==> src/rtl/cpu_pkg.sv <==
// Shared CPU definitions: datapath widths, reset PC default and fetch FSM states.
package cpu_pkg;

    localparam int XLEN   = 32;
    localparam int INST_W = 32;

    localparam logic [XLEN-1:0] RESET_PC_DEFAULT = 32'h0000_0000;

    typedef enum logic [1:0] {
        BOOT  = 2'd0,
        RUN   = 2'd1,
        FLUSH = 2'd2
    } fetch_state_t;

    // Instruction addresses are always word aligned; low bits are ignored.
    function automatic logic [XLEN-1:0] word_align(input logic [XLEN-1:0] addr);
        return {addr[XLEN-1:2], 2'b00};
    endfunction

endpackage

==> src/rtl/inst_fifo.sv <==
// Synchronous FIFO holding fetched instruction words; flush empties it in one cycle.
module inst_fifo #(
    parameter int WIDTH = 32,
    parameter int DEPTH = 2
) (
    input  logic                     clk,
    input  logic                     rst_n,
    input  logic                     push,
    input  logic [WIDTH-1:0]         push_data,
    input  logic                     pop,
    input  logic                     flush,
    output logic [WIDTH-1:0]         head,
    output logic                     full,
    output logic                     empty,
    output logic [$clog2(DEPTH):0]   count
);

    localparam int AW = $clog2(DEPTH);
    localparam int CW = AW + 1;

    logic [WIDTH-1:0] mem [DEPTH];
    logic [AW-1:0]    rd_ptr;
    logic [AW-1:0]    wr_ptr;
    logic [CW-1:0]    cnt;

    always_ff @(posedge clk or negedge rst_n) begin
        if (!rst_n) begin
            rd_ptr <= '0;
            wr_ptr <= '0;
            cnt    <= '0;
            for (int i = 0; i < DEPTH; i++) begin
                mem[i] <= '0;
            end
        end else if (flush) begin
            rd_ptr <= '0;
            wr_ptr <= '0;
            cnt    <= '0;
        end else begin
            if (push) begin
                mem[wr_ptr] <= push_data;
                wr_ptr      <= wr_ptr + AW'(1);
            end
            if (pop) begin
                rd_ptr <= rd_ptr + AW'(1);
            end
            case ({push, pop})
                2'b10:   cnt <= cnt + CW'(1);
                2'b01:   cnt <= cnt - CW'(1);
                default: cnt <= cnt;
            endcase
        end
    end

    assign head  = mem[rd_ptr];
    assign full  = (cnt == CW'(DEPTH));
    assign empty = (cnt == '0);
    assign count = cnt;

endmodule

==> src/rtl/pc_fetch_unit.sv <==
// Instruction fetch: owns the PC, issues in-order memory reads and buffers returned words for decode.
// Handshakes: a transfer happens in a cycle where valid and ready are both high at the rising edge.
module pc_fetch_unit
    import cpu_pkg::*;
#(
    parameter logic [31:0] RESET_PC  = RESET_PC_DEFAULT,
    parameter int          BUF_DEPTH = 2
) (
    input  logic        clk,
    input  logic        rst_n,
    input  logic        redirect,
    input  logic [31:0] redirect_pc,
    output logic        imem_req_valid,
    input  logic        imem_req_ready,
    output logic [31:0] imem_req_addr,
    input  logic        imem_rsp_valid,
    input  logic [31:0] imem_rsp_data,
    output logic        inst_valid,
    input  logic        inst_ready,
    output logic [31:0] inst,
    output logic [31:0] inst_pc
);

    localparam int CW = $clog2(BUF_DEPTH) + 1;

    fetch_state_t     state;
    fetch_state_t     state_next;
    logic [XLEN-1:0]  fpc;
    logic [XLEN-1:0]  deq_pc;
    logic [XLEN-1:0]  target;
    logic [CW-1:0]    outstanding;
    logic [CW-1:0]    drop_cnt;
    logic [CW-1:0]    drop_next;
    logic [CW-1:0]    redirect_drop;
    logic [CW-1:0]    fifo_count;
    logic [CW:0]      in_use;
    logic             req_fire;
    logic             rsp_fire;
    logic             push;
    logic             pop;
    logic             fifo_full;
    logic             fifo_empty;

    assign target   = word_align(redirect_pc);
    assign in_use   = {1'b0, outstanding} + {1'b0, fifo_count};
    assign req_fire = imem_req_valid && imem_req_ready;
    assign rsp_fire = imem_rsp_valid;

    // In-flight reads count against buffer space so every response has a slot.
    assign imem_req_valid = (state != BOOT) && !redirect && (in_use < (CW + 1)'(BUF_DEPTH));
    assign imem_req_addr  = fpc;

    assign inst_valid = !fifo_empty && !redirect;
    assign pop        = inst_valid && inst_ready;
    assign push       = rsp_fire && !redirect && (drop_cnt == '0) && (!fifo_full || pop);
    assign inst_pc    = deq_pc;

    // Every read still in flight at a redirect is stale, except one returning this cycle.
    assign redirect_drop = outstanding - CW'(rsp_fire);

    always_comb begin
        drop_next = drop_cnt;
        if (redirect) begin
            drop_next = redirect_drop;
        end else if (rsp_fire && (drop_cnt != '0)) begin
            drop_next = drop_cnt - CW'(1);
        end
    end

    always_comb begin
        state_next = state;
        case (state)
            BOOT:    state_next = RUN;
            RUN:     if (redirect && (redirect_drop != '0)) state_next = FLUSH;
            FLUSH:   if (drop_next == '0) state_next = RUN;
            default: state_next = BOOT;
        endcase
    end

    always_ff @(posedge clk or negedge rst_n) begin
        if (!rst_n) begin
            state       <= BOOT;
            fpc         <= RESET_PC;
            deq_pc      <= RESET_PC;
            outstanding <= '0;
            drop_cnt    <= '0;
        end else begin
            state       <= state_next;
            drop_cnt    <= drop_next;
            outstanding <= outstanding + CW'(req_fire) - CW'(rsp_fire);
            if (redirect) begin
                fpc    <= target;
                deq_pc <= target;
            end else begin
                if (req_fire) fpc    <= fpc + 32'd4;
                if (pop)      deq_pc <= deq_pc + 32'd4;
            end
        end
    end

    inst_fifo #(
        .WIDTH (INST_W),
        .DEPTH (BUF_DEPTH)
    ) u_fifo (
        .clk       (clk),
        .rst_n     (rst_n),
        .push      (push),
        .push_data (imem_rsp_data),
        .pop       (pop),
        .flush     (redirect),
        .head      (inst),
        .full      (fifo_full),
        .empty     (fifo_empty),
        .count     (fifo_count)
    );

endmodule

==> config.mk <==
export PLATFORM = sky130hd
export DESIGN_NAME = pc_fetch_unit
export DESIGN_NICKNAME = d
export VERILOG_FILES = /design/src/rtl/cpu_pkg.sv /design/src/rtl/inst_fifo.sv /design/src/rtl/pc_fetch_unit.sv
export SDC_FILE = /design/constraint.sdc
export NUM_CORES = 1
export LEC_CHECK = 0
export ABC_CLOCK_PERIOD_IN_PS = 4250
export CORE_UTILIZATION = 25
export DETAILED_ROUTE_END_ITERATION = 12
export PLACE_DENSITY = 0.57
export SYNTH_ARGS = -nofsm -noshare
export SYNTH_HDL_FRONTEND = slang
export SYNTH_SLANG_ARGS = --single-unit
==> constraint.sdc <==
create_clock -name clk -period 4.25 [get_ports clk]
set_input_delay 0.425 -clock clk [delete_from_list [all_inputs] [get_ports clk]]
set_output_delay 0.425 -clock clk [all_outputs]
set_load 0.005 [all_outputs]
==> metrics.md <==
| Metric | Value |
|---|---|
| Vias in the first global route | ~5300 |
| Clock slew at reported path FFs | about 0.060 ns |
| Final Cycle Share | 82.91% |
| GRT Util Overall | 14.29% |
| Status | finished with violations |
| Worst-path cell chain | and2_1, fa_1, or4b_1, nor2_2, clkinv_1, ha_1, inv_1, ha_1, xnor2_1, xnor2_1 |
| Leakage | 0.003731 µW |
| Worst path top cell family by delay | simple AND/OR/NAND/NOR gates |
| Register-to-Register Setup Slack | approximately 0.73 ns |
| Die height | 165.8 µm |
| Clock tree buffer depth | 2 |
| Fin. max-slew vios | 0 |
| Most frequent cells in the layout | clkdlybuf4s50_1, dfrtp_1, mux2_2 |
| Sw Ratio | between 20% and 30% |
| Syn Inst Count | about 580 |
| FILL cells | roughly 2600 |
| # resized after CTS | 0 |
| Hold Vio Cnt, Final | 0 |
| Initial Util | between 20% and 30% |
| CTS Hold Bufs | 0 |
| CTS tree | built |
| Worst IR Drop VDD | about 320 µV |
| Core area | between 20000 and 30000 µm² |
| H-tree levels | 4 |
| GR Overflow Total | 0 |
| WL final | 19020 µm |
| Die width | roughly 170 µm |
| Share of cells above drive strength 1 | about 22% |
| Clock sinks | 134 |
| Setup Buffers After CTS | 0 |
| Finish-stage setup viols | 0 |
| FF+latch count, synth | roughly 130 |
| Least-Margin Pin Slew | 1.031 ns |
| DRC | 15 |
| Syn avg cell area | approximately 11 µm² |
| DR WL/cell | 17.35 µm |
| Fmax | 283.8 MHz |
| Slew headroom | 31.27% |
| Worst endpoint required time | approximately 4.6 ns |
| Hold crit path type | in2async |
| Tmin final | around 3.5 ns |
| Clock Tree Root | clkbuf_16 |
| Net Switching | 1381 µW |
| Final setup margin | between 0.7 and 0.8 ns |
| Arr. time, crit path | between 3 and 4 ns |
| CP peak stage delay | roughly 0.65 ns |
| FP Rows | between 50 and 60 |
| Startpoint Class | register |
| Placer Congestion | 0.8115 |
| Comb pwr share | between 30% and 40% |
| Largest net degree at the start of global routing | roughly 110 |
| Clock network fraction of design power | 30.6% |
| Failing checks | DRC |
| Synthesis-to-finish area growth | 38.08% |
| Number of max-cap violations | 0 |
| Synth warnings | 0 |
| Synth cell types | 45 |
| Crit. End Element | register |
| Slowest CP cell | or4b_1 |
| Clock Skew | ~0.010 ns |
| First-pass GRT wire length | about 30000 µm |
| Routed vias/inst | approximately 4.6 |
| Internal power | approximately 3400 µW |
| Mapped Area | about 6700 µm² |
| Diodes inserted | 0 |
| Final #Nets | between 800 and 900 |
| Flop pwr share | between 30 and 40% |
| Pwr per Cell Area | around 510 nW/µm² |
| Worst Path Buf+Inv | 2 |
| Place WS | 0.7214 ns |
| Most common cell after layout, fill and taps aside | clkdlybuf4s50_1 |
| Initial antenna violation count | 1 |
| Initial drt markers | ~350 |
| Total Die Area | 27490 µm² |
| Port bufs | 161 |
| Sequential fraction of the synthesis area | around 50% |
| Hpwl dp | about 13000 µm |
| Critical path class | reg2reg |
| IO Pins | 168 |
| Total negative slack | 0 ns |
| Post-route ant nets | 0 |
| Vias | between 5000 and 6000 |
| DRT Pass-1 Iters | 9 |
| Worst skew pair latency | 0.42 ns |
| Crit path max fanout | 10 |
| RSZ-0062 raised after global routing | no |
| Num CTS Buffers | 17 |
area by class of cell:
| class | instances | area (µm²) | area share [%] |
|---|---|---|---|
| clock buffers | 17 | 425.4 | 4.592 |
| clock inverters | 15 | 145.1 | 1.567 |
| inverters | 12 | 45.04 | 0.4862 |
| multi-input cells | 415 | 3211 | 34.66 |
| flip-flops and latches | 134 | 3353 | 36.20 |
| well taps | 335 | 419.2 | 4.525 |
| repair buffers | 168 | 1665 | 17.98 |
flip-flops by register name, indices dropped and copies added, names as in the netlist:
signal and count:
state 2, outstanding 2, u_fifo.wr_ptr 1, u_fifo.count 2
drop_cnt 2, inst_pc 30, u_fifo.rd_ptr 1, u_fifo.mem 64
imem_req_addr 30
metrics by stage:
step	hold WS, ns	power, µW	std cells	util, %	area, µm²
after global placement	0.4631	3302	1064	33.17	8693
after global routing	0.2191	5028	1096	35.35	9264
after floorplan	0.1294	2562	587	-	6720
after CTS	0.1911	4800	1096	35.35	9264
after detailed placement	0.4708	3320	1064	33.17	8693
final	0.1385	4736	1096	35.35	9264
cells by family after synthesis:
family          after synthesis  synth area share [%]
simple gates                171                 13.45
flops                       134                 49.98
mux                         122                 20.46
compound gates               58                 5.297
xor+xnor                     53                 6.919
buf+inv                      38                 2.425
fa+ha+maj                     7                 1.417
other cells                   1               0.05590
synthesized netlist by cell type, drive strengths merged:
cell / instances / area share (%)
conb: 1 / 0.056
nand3: 28 / 2.1
and2: 4 / 0.37
o21a: 2 / 0.22
a211oi: 4 / 0.45
nor4: 13 / 1.5
clkbuf: 13 / 0.73
buf: 13 / 1.0
nand4: 24 / 2.2
nor3b: 1 / 0.11
or4b: 1 / 0.15
nor2b: 2 / 0.19
dfrtp: 134 / 50
nor2: 30 / 1.7
clkinv: 1 / 0.056
a21oi: 15 / 1.1
nand2b: 5 / 0.47
ha: 6 / 1.1
fa: 1 / 0.30
inv: 11 / 0.62
o311ai: 3 / 0.39
a31oi: 3 / 0.28
o211ai: 6 / 0.67
a21boi: 6 / 0.67
a31o: 1 / 0.13
nor3: 7 / 0.52
or2: 1 / 0.093
and3: 8 / 0.75
o22ai: 1 / 0.093
nand2: 39 / 2.2
mux2: 121 / 20
o21ai: 17 / 1.3
nor4b: 2 / 0.26
xor2: 22 / 2.9
and4: 5 / 0.65
or3: 1 / 0.093
mux2i: 1 / 0.15
xnor2: 31 / 4.0
power by group through the flow:
stage | logic (µW) | clock network (µW) | registers (µW)
6_report | 1440 | 1450 | 1850
5_1_grt | 1580 | 1540 | 1900
4_1_cts | 1460 | 1480 | 1850
3_3_place_gp | 1440 | 0 | 1860
2_1_floorplan | 752 | 0 | 1810
3_5_place_dp | 1450 | 0 | 1870
final timing paths:
check	startpoint	cells past startpoint	endpoint
setup reg to reg	u_fifo.count[0]	10	outstanding[1]
min in group clk	u_fifo.mem[52]	1	u_fifo.mem[52]
max in group asynchronous	rst_n	2	u_fifo.mem[29]
hold reg to reg	u_fifo.mem[52]	1	u_fifo.mem[52]
hold / removal	rst_n	1	u_fifo.mem[35]
setup / recovery	u_fifo.count[0]	10	outstanding[1]
per-layer routing:
layer / global-route usage (%) / vias up / wire length (µm)
li1: - / 2425 / -
met1: 18.54 / 2486 / 8650
met2: 22.05 / 171 / 8553
met3: 5.601 / 8 / 1703
met4: 3.901 / 2 / 99
met5: 0 / - / 11
Note: power is estimated with default switching activity, not from simulation.
